$ cat config.mk
export PLATFORM = sky130hd
export DESIGN_NAME = router_pm_window_counter
export DESIGN_NICKNAME = d
export VERILOG_FILES = /design/src/rtl/router_pm_window_counter.sv
export SDC_FILE = /design/constraint.sdc
export NUM_CORES = 2
export LEC_CHECK = 0
export CELL_PAD_IN_SITES_DETAIL_PLACEMENT = 0
export CELL_PAD_IN_SITES_GLOBAL_PLACEMENT = 1
export CORE_MARGIN = 1.5
export CORE_UTILIZATION = 44
export DETAILED_ROUTE_END_ITERATION = 16
export PLACE_DENSITY = 0.8
export SLEW_MARGIN = 10
export SYNTH_ARGS = -nofsm -noshare
export SYNTH_HDL_FRONTEND = slang
export SYNTH_SLANG_ARGS = --single-unit
$ cat constraint.sdc
create_clock -name clk -period 2.58 [get_ports clk]
set_input_delay 0.258 -clock clk [delete_from_list [all_inputs] [get_ports clk]]
set_output_delay 0.258 -clock clk [all_outputs]
set_load 0.1 [all_outputs]
$ cat src/rtl/router_pm_window_counter.sv
// Windowed router performance monitor: per-event counters and per-port occupancy
// accumulators, snapshotted into shadow registers at each window close.
module router_pm_window_counter_cell #(
    parameter int W    = 32,
    parameter int IN_W = 1
) (
    input  logic            clk,
    input  logic            rstn,
    input  logic            clr_i,
    input  logic            close_i,
    input  logic [IN_W-1:0] inc_i,
    output logic [W-1:0]    shadow_o,
    output logic            shadow_sat_o
);
    logic [W-1:0] live_q, live_d, shadow_q, shadow_d, nxt;
    logic         live_sat_q, live_sat_d, shadow_sat_q, shadow_sat_d;
    logic [W:0]   sum;
    logic         ovf;

    always_comb begin
        sum          = {1'b0, live_q} + (W+1)'(inc_i);
        ovf          = sum[W];
        nxt          = ovf ? '1 : sum[W-1:0];
        live_d       = nxt;
        live_sat_d   = live_sat_q | ovf;
        shadow_d     = shadow_q;
        shadow_sat_d = shadow_sat_q;
        if (clr_i) begin
            live_d       = '0;
            live_sat_d   = 1'b0;
            shadow_d     = '0;
            shadow_sat_d = 1'b0;
        end else if (close_i) begin
            // the boundary-cycle increment belongs to the closing window
            shadow_d     = nxt;
            shadow_sat_d = live_sat_q | ovf;
            live_d       = '0;
            live_sat_d   = 1'b0;
        end
    end

    always_ff @(posedge clk or negedge rstn) begin
        if (!rstn) begin
            live_q       <= '0;
            live_sat_q   <= 1'b0;
            shadow_q     <= '0;
            shadow_sat_q <= 1'b0;
        end else begin
            live_q       <= live_d;
            live_sat_q   <= live_sat_d;
            shadow_q     <= shadow_d;
            shadow_sat_q <= shadow_sat_d;
        end
    end

    assign shadow_o     = shadow_q;
    assign shadow_sat_o = shadow_sat_q;
endmodule

module router_pm_window_counter #(
    parameter int EVT_NUM  = 10,
    parameter int OCC_NUM  = 8,
    parameter int OCC_IN_W = 2,
    parameter int CNT_W    = 32,
    parameter int ACC_W    = 40,
    parameter int WIN_W    = 16,
    parameter int IDX_W    = $clog2(EVT_NUM + OCC_NUM + 1)
) (
    input  logic                         clk,
    input  logic                         rstn,
    input  logic [EVT_NUM-1:0]           evt_i,
    input  logic [OCC_NUM*OCC_IN_W-1:0]  occ_i,
    input  logic                         cfg_en_i,
    input  logic                         cfg_clr_i,
    input  logic [WIN_W-1:0]             cfg_win_len_i,
    input  logic                         cfg_snap_i,
    input  logic                         rd_req_i,
    input  logic [IDX_W-1:0]             rd_idx_i,
    output logic                         rd_vld_o,
    output logic [CNT_W-1:0]             rd_data_o,
    output logic                         rd_sat_o,
    output logic                         rd_err_o,
    output logic                         snap_vld_o,
    output logic [CNT_W-1:0]             win_id_o
);
    localparam int N_ENT = EVT_NUM + OCC_NUM;

    logic [EVT_NUM-1:0][CNT_W-1:0] evt_sh;
    logic [EVT_NUM-1:0]            evt_sat;
    logic [OCC_NUM-1:0][ACC_W-1:0] acc_sh;
    logic [OCC_NUM-1:0]            acc_sat, acc_hi;

    logic [WIN_W-1:0] timer_q, timer_d;
    logic [CNT_W-1:0] win_id_q, win_id_d, rd_data_q, rd_data_d;
    logic             snap_vld_q, rd_vld_q, rd_vld_d, rd_sat_q, rd_sat_d, rd_err_q, rd_err_d;
    logic             close;

    // ">=" rather than "==" so shrinking the window below the timer closes promptly
    assign close = !cfg_clr_i && (cfg_snap_i || (cfg_en_i && (cfg_win_len_i != '0) &&
                   (timer_q >= cfg_win_len_i - WIN_W'(1))));

    always_comb begin
        timer_d  = timer_q;
        win_id_d = win_id_q;
        if (cfg_clr_i) begin
            timer_d  = '0;
            win_id_d = '0;
        end else if (close) begin
            timer_d  = '0;
            win_id_d = win_id_q + CNT_W'(1);
        end else if (cfg_en_i) begin
            timer_d  = timer_q + WIN_W'(1);
        end
    end

    for (genvar k = 0; k < EVT_NUM; k++) begin : g_evt
        router_pm_window_counter_cell #(.W(CNT_W), .IN_W(1)) u_cell (
            .clk(clk), .rstn(rstn), .clr_i(cfg_clr_i), .close_i(close),
            .inc_i(evt_i[k] & cfg_en_i),
            .shadow_o(evt_sh[k]), .shadow_sat_o(evt_sat[k])
        );
    end

    for (genvar j = 0; j < OCC_NUM; j++) begin : g_occ
        logic [OCC_IN_W-1:0] occ_inc;
        assign occ_inc   = cfg_en_i ? occ_i[j*OCC_IN_W +: OCC_IN_W] : '0;
        assign acc_hi[j] = (acc_sh[j] >> CNT_W) != '0;
        router_pm_window_counter_cell #(.W(ACC_W), .IN_W(OCC_IN_W)) u_cell (
            .clk(clk), .rstn(rstn), .clr_i(cfg_clr_i), .close_i(close),
            .inc_i(occ_inc),
            .shadow_o(acc_sh[j]), .shadow_sat_o(acc_sat[j])
        );
    end

    // read port sees shadows before this cycle's close lands
    always_comb begin
        rd_vld_d  = rd_req_i;
        rd_data_d = rd_data_q;
        rd_sat_d  = rd_sat_q;
        rd_err_d  = rd_err_q;
        if (rd_req_i) begin
            rd_data_d = '0;
            rd_sat_d  = 1'b0;
            rd_err_d  = 1'b1;
            for (int k = 0; k < EVT_NUM; k++) begin
                if (rd_idx_i == IDX_W'(k)) begin
                    rd_data_d = evt_sh[k];
                    rd_sat_d  = evt_sat[k];
                    rd_err_d  = 1'b0;
                end
            end
            for (int j = 0; j < OCC_NUM; j++) begin
                if (rd_idx_i == IDX_W'(EVT_NUM + j)) begin
                    rd_data_d = acc_hi[j] ? '1 : acc_sh[j][CNT_W-1:0];
                    rd_sat_d  = acc_hi[j] | acc_sat[j];
                    rd_err_d  = 1'b0;
                end
            end
            if (rd_idx_i == IDX_W'(N_ENT)) begin
                rd_data_d = win_id_q;
                rd_err_d  = 1'b0;
            end
        end
    end

    always_ff @(posedge clk or negedge rstn) begin
        if (!rstn) begin
            timer_q    <= '0;
            win_id_q   <= '0;
            snap_vld_q <= 1'b0;
            rd_vld_q   <= 1'b0;
            rd_data_q  <= '0;
            rd_sat_q   <= 1'b0;
            rd_err_q   <= 1'b0;
        end else begin
            timer_q    <= timer_d;
            win_id_q   <= win_id_d;
            snap_vld_q <= close;
            rd_vld_q   <= rd_vld_d;
            rd_data_q  <= rd_data_d;
            rd_sat_q   <= rd_sat_d;
            rd_err_q   <= rd_err_d;
        end
    end

    assign rd_vld_o   = rd_vld_q;
    assign rd_data_o  = rd_data_q;
    assign rd_sat_o   = rd_sat_q;
    assign rd_err_o   = rd_err_q;
    assign snap_vld_o = snap_vld_q;
    assign win_id_o   = win_id_q;
endmodule

==> flow_summary.html <==
<table>
<tr><th>Metric</th><th>Value</th></tr>
<tr><th colspan="2">Setup path</th></tr>
<tr><td>Worst setup startpoint</td><td>cfg_win_len_i[3]</td></tr>
<tr><td>Critical path, cell by cell</td><td>buf_6 &gt; nor4_4 &gt; nor2b_4 &gt; nand3_4 &gt; nor3b_2 &gt; xnor2_1 &gt; ha_1 &gt; nand2_1 &gt; o22ai_2 &gt; nor2_2 &gt; a211oi_4 &gt; buf_12 &gt; and2_4 &gt; buf_12 &gt; buf_8 &gt; buf_16 &gt; buf_12 &gt; buf_16 &gt; nor2_4 &gt; a211oi_2</td></tr>
<tr><td>R2r startpoint</td><td>g_occ[1].u_cell.shadow_o[33]</td></tr>
<tr><td>Critical path type</td><td>input port to flip-flop</td></tr>
<tr><td>Category of the worst setup path launch point</td><td>input port</td></tr>
<tr><td>Critical-path maximum fanout</td><td>7</td></tr>
<tr><td>Library cell appearing most often on the critical path</td><td>sky130_fd_sc_hd__buf_12</td></tr>
<tr><td>Max stage delay on crit path</td><td>0.34 ns</td></tr>
<tr><td>CP Data Required Time</td><td>3.28 ns</td></tr>
<tr><td>CP max-delay cell</td><td>sky130_fd_sc_hd__ha_1</td></tr>
<tr><td>Endpoint kind of the worst setup timing path</td><td>flip-flop</td></tr>
<tr><td>Number of buffers and inverters on the critical path</td><td>7</td></tr>
<tr><td>Endpoint arrival time on the critical path</td><td>3.58 ns</td></tr>
<tr><td>Cell family contributing the most delay on the critical path</td><td>simple AND/OR/NAND/NOR gates</td></tr>
<tr><th colspan="2">Logic synthesis</th></tr>
<tr><td>Synthesized-area fraction occupied by xor and xnor cells</td><td>0.0569</td></tr>
<tr><td>Warnings, synthesis</td><td>0</td></tr>
<tr><td>Post-Synthesis Cell Area</td><td>0.0705 mm^2</td></tr>
<tr><td>Flip-flop and latch count after synthesis</td><td>1,400</td></tr>
<tr><td>Area fraction in compound gates after synthesis</td><td>0.150</td></tr>
<tr><td>Post-synthesis async set-or-reset flop share</td><td>1.00</td></tr>
<tr><td>Top cells by area, synth</td><td>sky130_fd_sc_hd__dfrtp_1, sky130_fd_sc_hd__nor2_1, sky130_fd_sc_hd__a211oi_1, sky130_fd_sc_hd__xnor2_1, sky130_fd_sc_hd__nand2_1</td></tr>
<tr><td>Mux cell area share after synthesis</td><td>0.0166</td></tr>
<tr><td>Dominant cell by count in the synthesized netlist</td><td>sky130_fd_sc_hd__nor2_1</td></tr>
<tr><td>Fraction of post-synthesis cell area in the top cell type by area</td><td>0.497</td></tr>
<tr><td>Synthesized Nets</td><td>7,907</td></tr>
<tr><td>Area share of fa/ha/maj cells after synthesis</td><td>0.0120</td></tr>
<tr><td>Number of instances in the synthesized netlist</td><td>7,791</td></tr>
<tr><td>Number of distinct library cell variants in the gate-level netlist after synthesis</td><td>83</td></tr>
<tr><td>Yosys top cell by area</td><td>sky130_fd_sc_hd__dfrtp_1</td></tr>
<tr><td>Count of flip-flops with a built-in enable after synthesis</td><td>0</td></tr>
<tr><td>Portion of the post-synthesis area used by sequential elements</td><td>0.497</td></tr>
<tr><td>Syn_area_per_cell</td><td>9.05 um^2</td></tr>
<tr><td>Simple-gate share of the synthesized area</td><td>0.235</td></tr>
<tr><td>Most used DFF post-synth</td><td>sky130_fd_sc_hd__dfrtp_1</td></tr>
<tr><td>Commonest cells in the netlist</td><td>sky130_fd_sc_hd__nor2_1, sky130_fd_sc_hd__dfrtp_1, sky130_fd_sc_hd__nand2_1</td></tr>
<tr><td>Largest family of logic cells by synthesized area</td><td>simple AND/OR/NAND/NOR gates</td></tr>
<tr><th colspan="2">Clock network</th></tr>
<tr><td>CTS Sinks</td><td>1,400</td></tr>
<tr><td>Worst-path clk slew</td><td>0.06 ns</td></tr>
<tr><td>Number of buffers inserted during clock tree synthesis</td><td>156</td></tr>
<tr><td>TritonCTS clock tree</td><td>yes</td></tr>
<tr><td>Number of H-tree levels</td><td>4</td></tr>
<tr><td>Clk_lat worst skew</td><td>0.83 ns</td></tr>
<tr><td>Clk root buf</td><td>sky130_fd_sc_hd__clkbuf_16</td></tr>
<tr><td>Max Buffers Root-to-Sink</td><td>3</td></tr>
<tr><th colspan="2">Floorplanning</th></tr>
<tr><td>Starting density of the core</td><td>0.444</td></tr>
<tr><td>Number of top-level pins</td><td>121</td></tr>
<tr><td>Count of standard-cell rows</td><td>146</td></tr>
<tr><td>Core Footprint</td><td>0.159 mm^2</td></tr>
<tr><td>Chip Width</td><td>403 um</td></tr>
<tr><td>Area of the die</td><td>0.163 mm^2</td></tr>
<tr><td>Height of the chip</td><td>403 um</td></tr>
<tr><th colspan="2">GRT</th></tr>
<tr><td>Number of global-route vias before repair</td><td>63,600</td></tr>
<tr><td>Overall overflow remaining after global route</td><td>0</td></tr>
<tr><td>Pin count of the biggest net entering global routing</td><td>202</td></tr>
<tr><td>Initial antenna violation count</td><td>11</td></tr>
<tr><td>Global-route wire length before repair</td><td>409,000 um</td></tr>
<tr><td>Combined global-route utilization of all metal layers</td><td>0.331</td></tr>
<tr><th colspan="2">STA</th></tr>
<tr><td>Worst clock skew on the final layout</td><td>0.0388 ns</td></tr>
<tr><td>Maximum clock rate</td><td>347 MHz</td></tr>
<tr><td>Slew of the pin with the lowest slew margin</td><td>1.22 ns</td></tr>
<tr><td>Final cycle utilization of the critical path</td><td>1.12</td></tr>
<tr><td>Number of hold-slack violations in the final timing report</td><td>0</td></tr>
<tr><td>Post-layout minimum cycle time</td><td>2.88 ns</td></tr>
<tr><td>Worst Hold Slack</td><td>0.191 ns</td></tr>
<tr><td>Worst setup slack after layout</td><td>-0.299 ns</td></tr>
<tr><td>Worst relative slew slack</td><td>0.185</td></tr>
<tr><td>Final Setup Violations</td><td>1,317</td></tr>
<tr><td>Slew Limit Fails</td><td>0</td></tr>
<tr><td>Setup repair after global routing missed its margin</td><td>yes</td></tr>
<tr><th colspan="2">Placement</th></tr>
<tr><td>Hpwl dp</td><td>200,000 um</td></tr>
<tr><td>Port Buffers</td><td>120</td></tr>
<tr><td>Final weighted congestion of routability-driven global placement</td><td>1.02</td></tr>
<tr><td>Number of cells in the design after placement</td><td>10,800</td></tr>
<tr><th colspan="2">Layout</th></tr>
<tr><td>Fraction of final layout cells sized beyond drive strength 1</td><td>0.225</td></tr>
<tr><td>Number of nets at the end of the flow</td><td>9,112</td></tr>
<tr><td>Combined area of the multi-input logic cells</td><td>0.0345 mm^2</td></tr>
<tr><td>Register cell area after layout</td><td>0.0350 mm^2</td></tr>
<tr><td>Number of cells in the finished layout apart from fillers</td><td>11,200</td></tr>
<tr><td>Filler Cells Inserted</td><td>13,600</td></tr>
<tr><td>Post-synthesis to final-layout area growth</td><td>31.6%</td></tr>
<tr><th colspan="2">Routing</th></tr>
<tr><td>Total via count in the routed design</td><td>66,900</td></tr>
<tr><td>Count of routing violations after the opening detailed-route iteration</td><td>7,718</td></tr>
<tr><td>DR DRC count</td><td>0</td></tr>
<tr><td>Final wirelength</td><td>278,000 um</td></tr>
<tr><td>Mean number of vias per cell</td><td>5.98</td></tr>
<tr><td>Average routed wire per standard cell</td><td>24.8 um</td></tr>
<tr><td>Length of the first detailed-routing pass in iterations</td><td>9</td></tr>
<tr><td>Antenna Violating Nets Remaining</td><td>0</td></tr>
<tr><th colspan="2">Outcome</th></tr>
<tr><td>Violations in the final reports</td><td>setup timing</td></tr>
<tr><td>Outcome</td><td>finished, violations left</td></tr>
<tr><th colspan="2">Pwr</th></tr>
<tr><td>Power density over cell area</td><td>563 mW/mm^2</td></tr>
<tr><td>Standby leakage power</td><td>40.5 nW</td></tr>
<tr><td>Worst vdd rail ir drop</td><td>0.683 mV</td></tr>
<tr><th colspan="2">Flow run</th></tr>
<tr><td>Number of maximum-capacitance constraint violations</td><td>0</td></tr>
<tr><th colspan="2">Hold path</th></tr>
<tr><td>Worst Hold Launch</td><td>cfg_en_i</td></tr>
<tr><td>Type of the most critical hold path</td><td>input port to flip-flop</td></tr>
</table>
cells in the final DEF (no fill, tap or decap), types with 96 or more instances in the layout:
cell type	instances
sky130_fd_sc_hd__nand3_1	294
sky130_fd_sc_hd__a211oi_1	310
sky130_fd_sc_hd__dfrtp_1	1400
sky130_fd_sc_hd__o21ai_0	301
sky130_fd_sc_hd__xnor2_1	256
sky130_fd_sc_hd__a211oi_2	96
sky130_fd_sc_hd__nor2_1	1629
sky130_fd_sc_hd__clkbuf_16	191
sky130_fd_sc_hd__nor3_1	124
sky130_fd_sc_hd__inv_1	106
sky130_fd_sc_hd__nand4_1	192
sky130_fd_sc_hd__nand2_1	523
sky130_fd_sc_hd__xor2_1	202
sky130_fd_sc_hd__buf_4	1236
sky130_fd_sc_hd__buf_12	112
sky130_fd_sc_hd__and3_1	149
sky130_fd_sc_hd__a21oi_1	347
sky130_fd_sc_hd__and2_1	100
sky130_fd_sc_hd__mux2i_1	110
worst paths after layout:
path / to / slack, ns / cells after the start
setup / recovery: g_occ[3].u_cell.shadow_o[12] / -0.30 / 20
hold / removal: g_occ[2].u_cell.live_q[0] / 0.19 / 6
setup reg to reg: rd_data_o[0] / -0.28 / 9
hold reg to reg: g_occ[7].u_cell.live_sat_q / 0.49 / 2
max in group asynchronous: g_occ[6].u_cell.shadow_o[35] / 0.56 / 4
min in group asynchronous: g_evt[3].u_cell.shadow_o[28] / 0.56 / 3
metrics by stage:
| step | setup slack (ns) | area [um^2] | TNS [ns] | utilization | total power, mW |
|---|---|---|---|---|---|
| final | -0.299 | 92800 | -200.49 | 0.584 | 52.3 |
| after detailed placement | -1.95 | 83300 | -1971.10 | 0.525 | 28.4 |
| after CTS | -0.276 | 91000 | -241.19 | 0.573 | 52.0 |
| after floorplan | -0.469 | 71000 | -549.48 | - | 25.5 |
| after global placement | -1.86 | 83300 | -1898.25 | 0.525 | 28.4 |
| after global routing | -0.402 | 92800 | -354.67 | 0.584 | 53.7 |
worst min-delay path: stages:
cell and delay [ns]:
sky130_fd_sc_hd__buf_2 0.15, sky130_fd_sc_hd__buf_12 0.15, sky130_fd_sc_hd__and2_1 0.13, sky130_fd_sc_hd__ha_1 0.13, sky130_fd_sc_hd__nor2_1 0.06, sky130_fd_sc_hd__nor2_1 0.08
routing by layer:
metal | up-vias | global-route usage | share of wire
met5 | - | 0 | 0.000076
met4 | 4 | 0.127 | 0.044
met3 | 569 | 0.0670 | 0.091
met2 | 2918 | 0.495 | 0.44
met1 | 33300 | 0.471 | 0.43
li1 | 30100 | - | -
report_power, final:
| part | internal [mW] | switching [mW] | total [mW] |
|---|---|---|---|
| clock | 13.5 | 9.79 | 23.3 |
| combinational | 2.15 | 3.69 | 5.85 |
| sequential | 22.5 | 0.626 | 23.1 |
| total | 38.1 | 14.1 | 52.3 |
kinds of logic after synthesis:
group                      Yosys count
AOI/OAI and AO/OA                 1607
buffers and inverters              596
muxes                              115
and+or+nand+nor                   3552
xor gates and xnor gates           458
adders and majority gates           63
DFF                               1400
what timing repair did:
item,4_1_cts,5_1_grt
cloned,39,36
pin swaps,93,55
setup buffers,28,31
hold buffers,5,0
resized for setup,240,235
setup endpoints to repair,1380,1387
hold endpoints to repair,1076,0
sequential cells by signal, summed over array words and instances (netlist names):
signal / count
rd_sat_o: 1
timer_q: 16
g_evt.u_cell.live_q: 320
g_occ.u_cell.shadow_o: 320
g_evt.u_cell.shadow_o: 320
rd_data_o: 32
g_occ.u_cell.live_sat_q: 8
g_occ.u_cell.shadow_sat_o: 8
g_evt.u_cell.live_sat_q: 10
rd_vld_o: 1
rd_err_o: 1
g_evt.u_cell.shadow_sat_o: 10
snap_vld_o: 1
win_id_o: 32
g_occ.u_cell.live_q: 320
cell type report:
cell class                 count  share of cell area
timing repair buffer        1534               0.161
sequential                  1400               0.378
clock inverter                68             0.00889
antenna                        3           0.0000809
inverter                     107             0.00433
tap                         2072              0.0279
multi-input combinational   5797               0.372
clock buffer                 215              0.0483
Power figures use the tool's default switching activity.
